## src/rtl/vga_pkg.sv

```systemverilog
// Shared VESA 800x600@72 raster constants and receiver state type.
// Derived crossing points are what both sides of the display path compare against.
package vga_pkg;

    localparam int H_VISIBLE = 800;
    localparam int H_FP      = 56;
    localparam int H_PULSE   = 120;
    localparam int H_BP      = 64;
    localparam int V_VISIBLE = 600;
    localparam int V_FP      = 37;
    localparam int V_PULSE   = 6;
    localparam int V_BP      = 23;

    localparam int HS_START = H_VISIBLE + H_FP;
    localparam int HS_END   = HS_START + H_PULSE;
    localparam int H_TOTAL  = HS_END + H_BP;
    localparam int H_HALF   = H_VISIBLE / 2;
    localparam int VS_START = V_VISIBLE + V_FP;
    localparam int VS_END   = VS_START + V_PULSE;
    localparam int V_TOTAL  = VS_END + V_BP;

    localparam int HW = 11;
    localparam int VW = 10;

    typedef enum logic [1:0] {
        SEARCH,
        VERIFY,
        LOCKED
    } rx_state_t;

    typedef struct packed {
        logic [3:0] r;
        logic [3:0] g;
        logic [3:0] b;
    } rgb_t;

endpackage

```

## src/rtl/vga_raster_cnt.sv

```systemverilog
// Horizontal/vertical raster position counter pair.
// A synchronous load re-phases the raster; v advances on every h wrap.
module vga_raster_cnt
    import vga_pkg::*;
#(
    parameter int H_TOT = vga_pkg::H_TOTAL,
    parameter int V_TOT = vga_pkg::V_TOTAL
) (
    input  logic          clk,
    input  logic          rst_n,
    input  logic          load,
    input  logic [HW-1:0] load_h,
    input  logic [VW-1:0] load_v,
    output logic [HW-1:0] h,
    output logic [VW-1:0] v
);

    localparam logic [HW-1:0] H_LAST = HW'(H_TOT - 1);
    localparam logic [VW-1:0] V_LAST = VW'(V_TOT - 1);

    always_ff @(posedge clk or negedge rst_n) begin
        if (!rst_n) begin
            h <= '0;
            v <= '0;
        end else if (load) begin
            h <= load_h;
            v <= load_v;
        end else if (h == H_LAST) begin
            h <= '0;
            v <= (v == V_LAST) ? '0 : v + 1'b1;
        end else begin
            h <= h + 1'b1;
        end
    end

endmodule

```

## src/rtl/vga_rx.sv

```systemverilog
// VGA receiver: locks to the raster on vsync, verifies sync every sample,
// and reports the two-colour code once per clean frame.
module vga_rx
    import vga_pkg::*;
#(
    parameter int H_VISIBLE = vga_pkg::H_VISIBLE,
    parameter int H_FP      = vga_pkg::H_FP,
    parameter int H_PULSE   = vga_pkg::H_PULSE,
    parameter int H_BP      = vga_pkg::H_BP,
    parameter int V_VISIBLE = vga_pkg::V_VISIBLE,
    parameter int V_FP      = vga_pkg::V_FP,
    parameter int V_PULSE   = vga_pkg::V_PULSE,
    parameter int V_BP      = vga_pkg::V_BP
) (
    input  logic        clk,
    input  logic        rst_n,
    input  logic        hsync,
    input  logic        vsync,
    input  logic [3:0]  red,
    input  logic [3:0]  green,
    input  logic [3:0]  blue,
    output logic [23:0] code,
    output logic        code_valid,
    output logic        locked,
    output logic        sync_err,
    output logic        pix_err
);

    localparam int H_TOT = H_VISIBLE + H_FP + H_PULSE + H_BP;
    localparam int V_TOT = V_VISIBLE + V_FP + V_PULSE + V_BP;

    localparam logic [HW-1:0] HS_LO  = HW'(H_VISIBLE + H_FP);
    localparam logic [HW-1:0] HS_HI  = HW'(H_VISIBLE + H_FP + H_PULSE);
    localparam logic [HW-1:0] H_VIS  = HW'(H_VISIBLE);
    localparam logic [HW-1:0] H_MID  = HW'(H_VISIBLE / 2);
    localparam logic [HW-1:0] H_LAST = HW'(H_TOT - 1);
    localparam logic [VW-1:0] VS_LO  = VW'(V_VISIBLE + V_FP);
    localparam logic [VW-1:0] VS_HI  = VW'(V_VISIBLE + V_FP + V_PULSE);
    localparam logic [VW-1:0] V_VIS  = VW'(V_VISIBLE);
    localparam logic [VW-1:0] V_LAST = VW'(V_TOT - 1);

    logic          hsync_q, hsync_qq, vsync_q, vsync_qq;
    rgb_t          pix_q, left_r, right_r, pix_ref;
    rx_state_t     state, state_nx;
    logic [HW-1:0] rx_h;
    logic [VW-1:0] rx_v;
    logic          exp_hs, exp_vs, mismatch, frame_end, vfall;
    logic          at_left, at_right, visible, bad_now, pix_bad;
    logic          cnt_load, capture, report, frame_bad;

    always_ff @(posedge clk or negedge rst_n) begin
        if (!rst_n) begin
            hsync_q  <= 1'b1;
            hsync_qq <= 1'b1;
            vsync_q  <= 1'b1;
            vsync_qq <= 1'b1;
            pix_q    <= '0;
        end else begin
            hsync_q  <= hsync;
            hsync_qq <= hsync_q;
            vsync_q  <= vsync;
            vsync_qq <= vsync_q;
            pix_q    <= '{r: red, g: green, b: blue};
        end
    end

    // Sample carrying the vsync edge sits at (VS_LO, 0); the next one is h=1.
    vga_raster_cnt #(
        .H_TOT(H_TOT),
        .V_TOT(V_TOT)
    ) u_cnt (
        .clk    (clk),
        .rst_n  (rst_n),
        .load   (cnt_load),
        .load_h (HW'(1)),
        .load_v (VS_LO),
        .h      (rx_h),
        .v      (rx_v)
    );

    assign exp_hs    = !((rx_h >= HS_LO) && (rx_h < HS_HI));
    assign exp_vs    = !((rx_v >= VS_LO) && (rx_v < VS_HI));
    assign mismatch  = (state != SEARCH) &&
                       ((hsync_q != exp_hs) || (vsync_q != exp_vs));
    assign frame_end = (rx_v == V_LAST) && (rx_h == H_LAST);
    assign vfall     = !vsync_q && vsync_qq;

    assign at_left  = (rx_v == '0) && (rx_h == '0);
    assign at_right = (rx_v == '0) && (rx_h == H_MID);
    assign visible  = (rx_v < V_VIS) && (rx_h < H_VIS);
    assign pix_ref  = (rx_h < H_MID) ? (at_left ? pix_q : left_r)
                                     : (at_right ? pix_q : right_r);
    assign bad_now  = visible ? (pix_q != pix_ref) : (pix_q != '0);

    always_ff @(posedge clk or negedge rst_n) begin
        if (!rst_n) state <= SEARCH;
        else        state <= state_nx;
    end

    always_comb begin
        state_nx = state;
        unique case (state)
            SEARCH:  if (vfall) state_nx = VERIFY;
            VERIFY:  if (mismatch)       state_nx = SEARCH;
                     else if (frame_end) state_nx = LOCKED;
            LOCKED:  if (mismatch) state_nx = SEARCH;
            default: state_nx = SEARCH;
        endcase
    end

    always_comb begin
        cnt_load  = (state == SEARCH) && vfall;
        capture   = (state == LOCKED);
        report    = capture && frame_end && !mismatch;
        frame_bad = pix_bad || bad_now;
    end

    always_ff @(posedge clk or negedge rst_n) begin
        if (!rst_n) begin
            left_r     <= '0;
            right_r    <= '0;
            pix_bad    <= 1'b0;
            code       <= '0;
            code_valid <= 1'b0;
            pix_err    <= 1'b0;
            sync_err   <= 1'b0;
            locked     <= 1'b0;
        end else begin
            sync_err   <= mismatch;
            locked     <= (state_nx == LOCKED);
            code_valid <= report && !frame_bad;
            pix_err    <= report && frame_bad;
            if (report && !frame_bad) code <= {left_r, right_r};
            if (capture) begin
                if (at_left)  left_r  <= pix_q;
                if (at_right) right_r <= pix_q;
                pix_bad <= at_left ? bad_now : frame_bad;
            end
        end
    end

endmodule

```

## config.mk

```make
export PLATFORM = sky130hd
export DESIGN_NAME = vga_rx
export DESIGN_NICKNAME = d
export VERILOG_FILES = /design/src/rtl/vga_pkg.sv /design/src/rtl/vga_raster_cnt.sv /design/src/rtl/vga_rx.sv
export SDC_FILE = /design/constraint.sdc
export NUM_CORES = 1
export LEC_CHECK = 0
export ABC_AREA = 1
export CAP_MARGIN = 10
export CORE_AREA = 3 3 87 106
export DETAILED_ROUTE_END_ITERATION = 6
export DIE_AREA = 0 0 90 109
export PLACE_DENSITY = 0.75
export REMOVE_ABC_BUFFERS = 1
export SLEW_MARGIN = 20
export SYNTH_ARGS = -nofsm -noshare
export SYNTH_HDL_FRONTEND = slang
export SYNTH_SLANG_ARGS = --single-unit
```

## constraint.sdc

```tcl
create_clock -name clk -period 7.2 [get_ports clk]
set_input_delay 2.16 -clock clk [delete_from_list [all_inputs] [get_ports clk]]
set_output_delay 2.16 -clock clk [all_outputs]
set_load 0.02 [all_outputs]
```

==> results.md <==
- Worst path top cell family by delay: buffers and inverters
- Reg clk slew, reported paths: 0.08 ns
- Arr. time, crit path: 1.35 ns
- Synth Area in Adders: 0.0157
- CTS Buffer Depth: 2
- Post-synth top flop: dfrtp_1
- Largest net degree at the start of global routing: 73
- Crit. path cell count: 1
- Status: completed
- RSZ-0062 raised after global routing: no
- Routability cong.: 0.945
- Sinks on Clock Net: 91
- Worst-path cell chain: clkdlybuf4s50_1
- Cell area after synthesis: 4780 sq um
- Antenna violations before repair: 0
- First-pass GRT wire length: 18400 microns
- Clock skew: 0.00919 ns
- Die area: 9810 sq um
- Mean Syn Cell Area: 7.82 sq um
- Setup TNS: 0 ns
- Critical path peak fanout: 2
- Vias per cell: 5.47
- Port Buffers: 43
- FMAX: 285 MHz
- Final Hold Violating Endpoints: 0
- DRC violations left: 0
- Crit start category: register
- Antenna-violating nets left: 0
- CP Capture Type: output port
- CP max stage delay: 0.63 ns
- CTS tree: yes
- Total vias in the final route: 4187
- Slew @ Worst Pin: 1.02 ns
- Synth Area in XOR/XNOR: 0.00733
- Asr flop ratio synth: 1.00
- Drt pass-1 iters: 5
- Final WL: 10700 microns
- Post-layout min period: 3.51 ns
- Worst skew pair latency: 0.37 ns
- Final Max Slew Viols: 0
- Cells on worst reg2reg path: 19
- Post-synth EDFFs: 0
- Yosys warns: 0
- Pleak: 2.61 nW
- Simple-gate share of the synthesized area: 0.342
- Core Box Area: 8200 sq um
- Worst hold-check path type: register to register
- Max-Cap Viols: 0
- Post-CTS Resized: 0
- GR Util All Layers: 0.234
- Vias in the first global route: 4023
- Setup Viol. Count Final: 0
- Max H-tree Level: 3
- Critical path class: register to output port
- Final period utilization: 0.488
- Slowest-stage cell, CP: clkdlybuf4s50_1
- Largest family of logic cells by synthesized area: simple AND/OR/NAND/NOR gates
- Seq/Total Area, Yosys: 0.477
- I/O Pins: 44
- Number of buffers created by CTS: 9
- Post-synthesis compound-gate area fraction: 0.0741
- Hpwl dp: 7610 microns
- Die Y: 109 microns
- WP buf/inv: 1
- Synthesis-to-layout area growth: 13.5%
- # rows: 36
- Critical Path RT: 5.04 ns
- FF+latch count, synth: 91
- Post-CTS Setup Inserts: 0
- Diodes inserted: 0
- Hold depth: 0
- WL/cell: 14.0 microns
- Initial core utilization: 0.583
- Power per Cell Area: 188 nW/um^2
- Distinct cells, synth: 39
- Cell count after synthesis: 611
- CTS Hold Bufs: 0
- Max VDD drop: 0.126 mV
- Mux contribution to synthesized area: 0
- Overall Power: 1.02 mW
- Rel. slew slack: 0.319
- Layout cell share with drive strength beyond 1: 0.0753
- Width of the die: 90 microns
- Detailed Route Iter0 Violations: 272
- GRT overflow: 0
- Layout Nets: 668
- Clock root cell: clkbuf_8
-- cell families (layout without fill, tap and decap cells) --
group	Yosys count	in the layout
adders and majority gates	6	6
buffers and inverters	91	131
AOI/OAI and AO/OA	64	64
DFF	91	91
xor gates and xnor gates	4	4
and+or+nand+nor	355	355
-- state kept, by name, summed over array words and instances, names as in the netlist, 2 cells and up --
name	flops
right_r	12
u_cnt.h	11
state	2
pix_q	12
code	24
left_r	12
u_cnt.v	10
-- where the power goes --
group          internal, mW  switching [mW]
Combinational        0.0408          0.0820
Sequential            0.533          0.0210
Clock                 0.168           0.176
-- per-layer routing --
metal / GRT usage / vias up / wire length (microns)
li1: - / 2064 / -
met1: 0.285 / 1941 / 4410
met2: 0.412 / 165 / 5380
met3: 0.0373 / 17 / 655
met4: 0.111 / 0 / 231
met5: 0 / - / 0
-- cells in the mapped netlist (2+ instances only) --
cell / number / area, sq um
nor2_1: 36 / 135
xor2_1: 4 / 35.0
buf_2: 5 / 25.0
a31oi_1: 3 / 18.8
a21oi_1: 12 / 60.1
dfrtp_1: 88 / 2200
nor3_1: 7 / 35.0
clkbuf_1: 8 / 30.0
nand3_2: 5 / 50.1
buf_6: 5 / 56.3
nor4_1: 7 / 43.8
or2_2: 2 / 12.5
o21ai_0: 39 / 195
nand2_2: 3 / 18.8
dfstp_2: 3 / 78.8
nor2_4: 4 / 45.0
nor2_2: 4 / 25.0
nand2_1: 189 / 709
o32ai_1: 2 / 17.5
ha_1: 6 / 75.1
nand3_1: 67 / 335
nand4_1: 26 / 163
inv_1: 63 / 236
inv_2: 5 / 18.8
buf_4: 4 / 30.0
-- final timing paths --
path / start / end / slack, ns
max: code[5] / code[5] / 3.69
min: vsync_q / vsync_qq / 0.39
max reg2reg: u_cnt.v[0] / code[6] / 3.75
min reg2reg: vsync_q / vsync_qq / 0.39
max in group asynchronous: rst_n / u_cnt.h[7] / 4.38
min in group asynchronous: rst_n / pix_q[7] / 1.66
-- layout by cell type, fill, tap and decap left out, types with 2 or more instances in the layout --
| master | netlist | routed |
|---|---|---|
| nor4_1 | 7 | 7 |
| nand3_1 | 67 | 67 |
| nand3_2 | 5 | 5 |
| clkinv_2 | 0 | 3 |
| clkdlybuf4s50_1 | 0 | 42 |
| nor2_1 | 36 | 36 |
| nor2_4 | 4 | 4 |
| nor3_1 | 7 | 7 |
| nand4_1 | 26 | 26 |
| nor2_2 | 4 | 4 |
| a21oi_1 | 12 | 12 |
| a31oi_1 | 3 | 3 |
| o21ai_0 | 39 | 39 |
| xor2_1 | 4 | 4 |
| o32ai_1 | 2 | 2 |
| or2_2 | 2 | 2 |
| inv_1 | 63 | 63 |
| clkbuf_8 | 0 | 10 |
| nand2_1 | 189 | 189 |
| buf_4 | 4 | 4 |
| dfrtp_1 | 88 | 88 |
| dfstp_2 | 3 | 3 |
| ha_1 | 6 | 6 |
| nand2_2 | 3 | 3 |
| inv_2 | 5 | 5 |
-- per-stage QoR --
step / instances / hold slack [ns] / setup WS [ns] / utilization / area, sq um
detailed placement: 749 / 0.375 / 3.80 / 0.638 / 5230
global route: 765 / 0.391 / 3.40 / 0.662 / 5430
finish: 765 / 0.387 / 3.69 / 0.662 / 5430
CTS: 765 / 0.387 / 3.66 / 0.662 / 5430
global placement: 749 / 0.370 / 3.94 / 0.638 / 5230
floorplan: 589 / 0.365 / 4.50 / - / 4640
-- final cells by class --
cell class | count | area (sq um)
repair buffers | 46 | 450
multi-input cells | 429 | 2100
flip-flops and latches | 91 | 2280
clock buffers | 11 | 141
inverters | 69 | 259
clock inverters | 5 | 52.6
fillers | 750 | 2770
well taps | 114 | 143
Power figures use the tool's default switching activity.
